## src/rtl/rf_pkg.sv

```systemverilog
// -----------------------------------------------------------------------------
// rf_pkg
// Shared definitions for the register-file write-side control.
//   DEF_ADDR_W / DEF_CNT_W : default register-index and pending-counter widths
//   NUM_REGS               : register count for the default index width
//   MAX_ADDR_W / MAX_REGS  : widest index the one-hot helper supports
//   onehot_dec(idx, en)    : one-hot decode of idx, all zeros when en is low
// -----------------------------------------------------------------------------
package rf_pkg;

  localparam int DEF_ADDR_W = 3;
  localparam int DEF_CNT_W  = 2;
  localparam int NUM_REGS   = 2 ** DEF_ADDR_W;

  // The helper decodes at a fixed maximum width; callers zero-extend the
  // index going in and truncate the result to their own register count.
  localparam int MAX_ADDR_W = 6;
  localparam int MAX_REGS   = 2 ** MAX_ADDR_W;

  function automatic logic [MAX_REGS-1:0] onehot_dec(
    input logic [MAX_ADDR_W-1:0] idx,
    input logic                  en
  );
    logic [MAX_REGS-1:0] res;
    res = '0;
    if (en) res[idx] = 1'b1;
    return res;
  endfunction

endpackage

```

## src/rtl/regfile_write_scoreboard_wordline_decoder.sv

```systemverilog
// -----------------------------------------------------------------------------
// wordline_decoder
// Combinational one-hot decoder: the parametrised form of the register file's
// 3-to-8 write decoder. Register 0 never gets a wordline when it is hard-wired.
// Ports:
//   idx      [ADDR_W-1:0]   : register index to decode
//   en                      : decode enable; all outputs low when 0
//   wordline [2**ADDR_W-1:0]: one-hot select (or all zeros)
// ADDR_W must not exceed rf_pkg::MAX_ADDR_W.
// -----------------------------------------------------------------------------
module wordline_decoder
  import rf_pkg::*;
#(
  parameter int ADDR_W      = DEF_ADDR_W,
  parameter bit ZERO_REG_RO = 1'b1
) (
  input  logic [ADDR_W-1:0]    idx,
  input  logic                 en,
  output logic [2**ADDR_W-1:0] wordline
);

  localparam int NREGS = 2 ** ADDR_W;

  // NOTE: every variable assigned in always_comb gets a full default first,
  // so no path can leave it holding a value and infer a latch.
  always_comb begin
    wordline = NREGS'(onehot_dec(MAX_ADDR_W'(idx), en));
    if (ZERO_REG_RO) wordline[0] = 1'b0;
  end

endmodule

```

## src/rtl/regfile_write_scoreboard.sv

```systemverilog
// -----------------------------------------------------------------------------
// regfile_write_scoreboard
// Write-side control for the register file. Decodes the writeback destination
// into one-hot write enables and keeps a saturating in-flight-write counter per
// register, which drives decode hazard detection and issue back-pressure.
// Ports:
//   clk, rst_n                : clock, asynchronous active-low reset
//   issue_valid/wr/rd         : decode-stage issue request and destination
//   issue_ready               : issue accepted this cycle (combinational)
//   src1_id, src2_id          : source operand indices
//   src1_busy, src2_busy      : source has in-flight writes (registered state)
//   wb_valid/wr/rd            : writeback-stage retirement and destination
//   wordline [NUM_REGS-1:0]   : one-hot RF write enable (combinational)
//   pending  [NUM_REGS-1:0]   : per-register "counter nonzero"
//   flush                     : discard all in-flight counts at the next edge
//   err_underflow             : sticky; writeback to a register with no count
// -----------------------------------------------------------------------------
module regfile_write_scoreboard
  import rf_pkg::*;
#(
  parameter int ADDR_W      = DEF_ADDR_W,
  parameter int CNT_W       = DEF_CNT_W,
  parameter bit ZERO_REG_RO = 1'b1
) (
  input  logic                 clk,
  input  logic                 rst_n,
  input  logic                 issue_valid,
  input  logic                 issue_wr,
  input  logic [ADDR_W-1:0]    issue_rd,
  output logic                 issue_ready,
  input  logic [ADDR_W-1:0]    src1_id,
  input  logic [ADDR_W-1:0]    src2_id,
  output logic                 src1_busy,
  output logic                 src2_busy,
  input  logic                 wb_valid,
  input  logic                 wb_wr,
  input  logic [ADDR_W-1:0]    wb_rd,
  output logic [2**ADDR_W-1:0] wordline,
  output logic [2**ADDR_W-1:0] pending,
  input  logic                 flush,
  output logic                 err_underflow
);

  localparam int NREGS = 2 ** ADDR_W;

  logic [NREGS-1:0] incVec;
  logic [NREGS-1:0] decVec;
  logic [NREGS-1:0] pendingVec;
  logic [NREGS-1:0] satVec;
  logic [NREGS-1:0] underflowVec;
  logic             issueAcc;

  // Writeback decode: drives the RF write enables and doubles as the
  // per-register decrement vector, so both always agree.
  wordline_decoder #(
    .ADDR_W      (ADDR_W),
    .ZERO_REG_RO (ZERO_REG_RO)
  ) u_wbDecoder (
    .idx      (wb_rd),
    .en       (wb_valid & wb_wr),
    .wordline (decVec)
  );

  assign wordline = decVec;

  // A write issue is refused only when its destination counter is saturated.
  // A hard-wired register 0 never saturates (its counter is tied to zero),
  // so it is always accepted.
  assign issue_ready = ~(issue_wr & satVec[issue_rd]);
  assign issueAcc    = issue_valid & issue_ready;

  // Same decoder reused on the issue port to form the increment vector.
  wordline_decoder #(
    .ADDR_W      (ADDR_W),
    .ZERO_REG_RO (ZERO_REG_RO)
  ) u_issueDecoder (
    .idx      (issue_rd),
    .en       (issueAcc & issue_wr),
    .wordline (incVec)
  );

  for (genvar gi = 0; gi < NREGS; gi++) begin : g_cnt
    if (ZERO_REG_RO && gi == 0) begin : g_zero
      // Hard-wired register: never tracked, never busy, never underflows.
      assign pendingVec[gi]   = 1'b0;
      assign satVec[gi]       = 1'b0;
      assign underflowVec[gi] = 1'b0;
    end else begin : g_track
      logic [CNT_W-1:0] cntQ;

      // NOTE: sequential state is updated with non-blocking assignments so
      // every counter samples the pre-edge values of its neighbours' inputs.
      always_ff @(posedge clk or negedge rst_n) begin
        if (!rst_n) begin
          cntQ <= '0;
        end else if (flush) begin
          cntQ <= '0;
        end else begin
          unique case ({incVec[gi], decVec[gi]})
            2'b10:   cntQ <= cntQ + CNT_W'(1);
            2'b01:   if (cntQ != '0) cntQ <= cntQ - CNT_W'(1);
            default: cntQ <= cntQ;  // idle, or issue and retire cancel out
          endcase
        end
      end

      assign pendingVec[gi]   = (cntQ != '0);
      assign satVec[gi]       = &cntQ;
      // A retire that coincides with a new issue to the same register is
      // balanced, so it is not an underflow even when the count is zero.
      assign underflowVec[gi] = decVec[gi] & ~incVec[gi] & (cntQ == '0);
    end
  end

  // Underflow is recorded even during a flush; only reset clears it.
  always_ff @(posedge clk or negedge rst_n) begin
    if (!rst_n) begin
      err_underflow <= 1'b0;
    end else if (|underflowVec) begin
      err_underflow <= 1'b1;
    end
  end

  assign pending = pendingVec;

  // Busy reflects registered counts only; a same-cycle writeback is covered
  // by the operand bypass network, not by clearing busy early.
  assign src1_busy = pendingVec[src1_id];
  assign src2_busy = pendingVec[src2_id];

endmodule

```

## config.mk

```make
export PLATFORM = sky130hd
export DESIGN_NAME = regfile_write_scoreboard
export DESIGN_NICKNAME = d
export VERILOG_FILES = /design/src/rtl/rf_pkg.sv /design/src/rtl/regfile_write_scoreboard_wordline_decoder.sv /design/src/rtl/regfile_write_scoreboard.sv
export SDC_FILE = /design/constraint.sdc
export NUM_CORES = 1
export LEC_CHECK = 0
export BUFFER_PORTS_ARGS = -buffer_cell sky130_fd_sc_hd__buf_2
export CORE_MARGIN = 2
export CORE_UTILIZATION = 55
export DETAILED_ROUTE_END_ITERATION = 8
export PLACE_DENSITY_LB_ADDON = 0.3
export SLEW_MARGIN = 10
export SYNTH_ARGS = -nofsm -noshare
export SYNTH_HDL_FRONTEND = slang
export SYNTH_SLANG_ARGS = --single-unit
```

## constraint.sdc

```tcl
create_clock -name clk -period 3.85 [get_ports clk]
set_input_delay 0.385 -clock clk [delete_from_list [all_inputs] [get_ports clk]]
set_output_delay 0.385 -clock clk [all_outputs]
set_load 0.02 [all_outputs]
```

==> impl_metrics.env <==
export IMPL_synth_top_cell_area_share=0.294
export IMPL_status="complete, but fails checks"
export IMPL_synth_cells=166
export IMPL_vias=1351
export IMPL_grt_start_max_net_pins=16
export IMPL_drv_cap=0
export IMPL_grt_setup_unrepaired="false"
export IMPL_die_w_um=52.2
export IMPL_hold_slack_ns=-0.00488
export IMPL_syn_to_final_growth_pct=14.8
export IMPL_worstPathCellList="or2_2, nor2_1, a211oi_1, a311oi_1, a21oi_1, buf_2"
export IMPL_die_h_um=52.2
export IMPL_syn_avg_cell_area_um2=7.70
export IMPL_initialDrtViolationCount=46
export IMPL_p_leak_nw=0.746
export IMPL_grt_busiest_layer="met2"
export IMPL_crit_end="src2_busy"
export IMPL_timing_fmax_ghz=0.462
export IMPL_wire_per_inst_um=14.6
export IMPL_switchingPower_uw=98.1
export IMPL_layout_min_cycle_time_ns=2.16
export IMPL_stdcell_count=228
export IMPL_ys_types=42
export IMPL_placed_area_um2=1440
export IMPL_grt_antenna_before_repair=0
export IMPL_finalSetupViolCount=0
export IMPL_crit_cells=6
export IMPL_ios=39
export IMPL_fin_tns_setup_ns=0
export IMPL_clock_path_buffers=2
export IMPL_ys_ff_latch=15
export IMPL_synth_top_family_by_area="compound AO/OA/AOI/OAI gates"
export IMPL_cts_htree_levels=1
export IMPL_place_inst=224
export IMPL_antenna_left=0
export IMPL_synth_top_cell_by_area="dfrtp_1"
export IMPL_violations="hold timing"
export IMPL_met1_usage=0.325
export IMPL_timing_critical_path_buf_inv=1
export IMPL_synth_simple_area_share=0.277
export IMPL_initial_core_util=0.577
export IMPL_mostFrequentLayoutCell="buf_2"
export IMPL_crit_required_ns=3.46
export IMPL_grtUsageTotal=0.265
export IMPL_startpoint="g_cnt[2].g_track.cntQ[1]"
export IMPL_dpl_hpwl_mm=2.65
export IMPL_core_area_um2=2210
export IMPL_arrival_ns=1.78
export IMPL_drc=0
export IMPL_holdBufCountCts=0
export IMPL_ys_warn_count=0
export IMPL_post_cts_buffers=0
export IMPL_grt_overflow=0
export IMPL_drive_gt1_frac=0.250
export IMPL_use_met2=0.468
export IMPL_p_per_area_nw_per_um2=218
export IMPL_first_global_vias=1214
export IMPL_max_slew_margin_rel=0.662
export IMPL_ir_drop_mv=0.147
export IMPL_clockPowerShare=0.294
export IMPL_core_rowCount=17
export IMPL_synth_adder_area_share=0
export IMPL_power_total_uw=320
export IMPL_cp_start_kind="flip-flop"
export IMPL_worst_pin_slew_ns=0.501
export IMPL_root_buffer="clkbuf_4"
export IMPL_reg2reg_depth=6
export IMPL_clkTransAtPathRegs_ns=0.09
export IMPL_synthMuxAreaShare=0.0353
export IMPL_cts_buffers=3
export IMPL_slew_viol_final=0
export IMPL_cp_slowest_cell="dfrtp_1"
export IMPL_cpPeakStageDelay_ns=0.45
export IMPL_cts_sinks=15
export IMPL_diodes=0
export IMPL_r2r_start="g_cnt[2].g_track.cntQ[0]"
export IMPL_io_buffers=36
export IMPL_reg2reg_to="err_underflow"
export IMPL_hold_viol=15
export IMPL_dieArea_um2=2720
export IMPL_r2r_slack_ns=1.90
export IMPL_path_delay_family="simple AND/OR/NAND/NOR gates"
export IMPL_synthXorXnorAreaFrac=0.00686
export IMPL_skew_ns=0.00290
export IMPL_period_share=0.562
export IMPL_critPathKind="reg2out"
export IMPL_final_area_um2=1470
export IMPL_synth_seq_area_share=0.294
export IMPL_layout_common_cells="buf_2 (36), nor2_1 (23), inv_1 (15), dfrtp_1 (15), o21ai_0 (13)"
export IMPL_swShare=0.307
export IMPL_combPwrFrac=0.206
export IMPL_cts_resized=0
export IMPL_drt_first_pass_iters=4
export IMPL_cp_end_kind="primary output"
export IMPL_grt_pass1_wl_mm=5.28
export IMPL_power_frac_seq=0.501
export IMPL_hp_class="in2async"
export IMPL_synth_area_um2=1280
export IMPL_clk_latency_ns=0.28
export IMPL_synth_compound_area_frac=0.296
export IMPL_layout_nets=220
export IMPL_crit_path_max_fanout=5
export IMPL_gp_congestion=0.901
export IMPL_wirelength_mm=3.34
export IMPL_cts_tree="yes"
export IMPL_grt_use_met3=0.0429
export IMPL_internal_power_uw=222
export IMPL_via_per_inst=5.93
export IMPL_synthTopCellsByArea="dfrtp_1 (29%), nor2_1 (6.8%), o21ai_0 (5.1%)"
==> synthesized netlist by cell type <==
cell type	number
a2111oi_0	1
a2111oi_4	1
a211o_1	1
a211oi_1	7
a21oi_1	12
a221oi_1	1
a22oi_1	1
a311oi_1	2
a31oi_1	1
and2_1	3
and2_4	1
and2b_2	1
and3_1	3
and3b_1	1
buf_4	2
buf_6	3
clkbuf_1	2
conb_1	1
dfrtp_1	15
inv_1	15
mux4_2	2
nand2_1	11
nand2b_1	5
nand3_1	7
nand3b_1	1
nor2_1	23
nor3_1	6
nor4_1	1
o2111ai_2	1
o211ai_1	3
o21a_1	4
o21ai_0	13
o21ai_1	1
o311ai_0	1
o31a_2	1
o31ai_1	2
o32ai_1	1
or2_2	4
or2b_1	1
or3_1	2
or4_1	1
xor2_1	1
==> power groups by stage <==
stage | registers, mW | logic, mW | clock network [mW]
6_report | 0.160 | 0.0657 | 0.0940
5_1_grt | 0.160 | 0.0717 | 0.102
4_1_cts | 0.160 | 0.0653 | 0.0941
3_5_place_dp | 0.163 | 0.0649 | 0
3_3_place_gp | 0.163 | 0.0622 | 0
2_1_floorplan | 0.163 | 0.0432 | 0
==> cells by family (layout without fill, tap and decap cells) <==
group	Yosys count	in the layout
simple gates	71	71
mux	2	2
flops	15	15
buf+inv	22	55
compound gates	54	54
xor+xnor	1	1
other cells	1	2
==> registers in the layout, summed over array words and instances, names as in the netlist <==
name,flops
g_cnt.g_track.cntQ,14
err_underflow,1
==> how the worst min path moves through the flow <==
stage / slack (ns) / startpoint / depth (start not counted) / endpoint
2_1_floorplan: 0.09 / rst_n / 0 / err_underflow
3_3_place_gp: 0.31 / rst_n / 1 / g_cnt[2].g_track.cntQ[0]
3_5_place_dp: 0.32 / rst_n / 1 / g_cnt[2].g_track.cntQ[0]
4_1_cts: 0.008 / rst_n / 1 / g_cnt[2].g_track.cntQ[0]
5_1_grt: 0.02 / rst_n / 1 / g_cnt[2].g_track.cntQ[1]
6_report: -0.005 / rst_n / 1 / g_cnt[2].g_track.cntQ[0]
==> worst register-to-register path: stages (launching register included) <==
cell and delay (ns):
dfrtp_1 0.44, a31oi_1 0.18, o21ai_1 0.15, a2111oi_4 0.46
o32ai_1 0.13, a2111oi_0 0.39, nand2_1 0.08
==> final cells by class <==
type	count	area, um2
Timing Repair Buffer	36	180
Tap cell	28	35.0
Fill cell	203	746
Multi-Input combinational cell	130	793
Sequential cell	15	375
Inverter	15	56.3
Clock buffer	4	26.3
==> stage by stage <==
stage                      util  setup WS, ns  hold WS [ns]
after detailed placement  0.651          1.82         0.319
after global routing      0.663          1.64        0.0150
after global placement    0.651          1.90         0.312
final                     0.663          1.69      -0.00488
after CTS                 0.663          1.70       0.00754
after floorplan               -          2.00        0.0894
==> per-layer routing <==
layer | vias to the layer above | part of all wire
li1 | 671 | -
met1 | 621 | 0.42
met2 | 55 | 0.50
met3 | 4 | 0.074
met4 | 0 | 0.0069
met5 | - | 0
(Power assumes the default switching activity.)
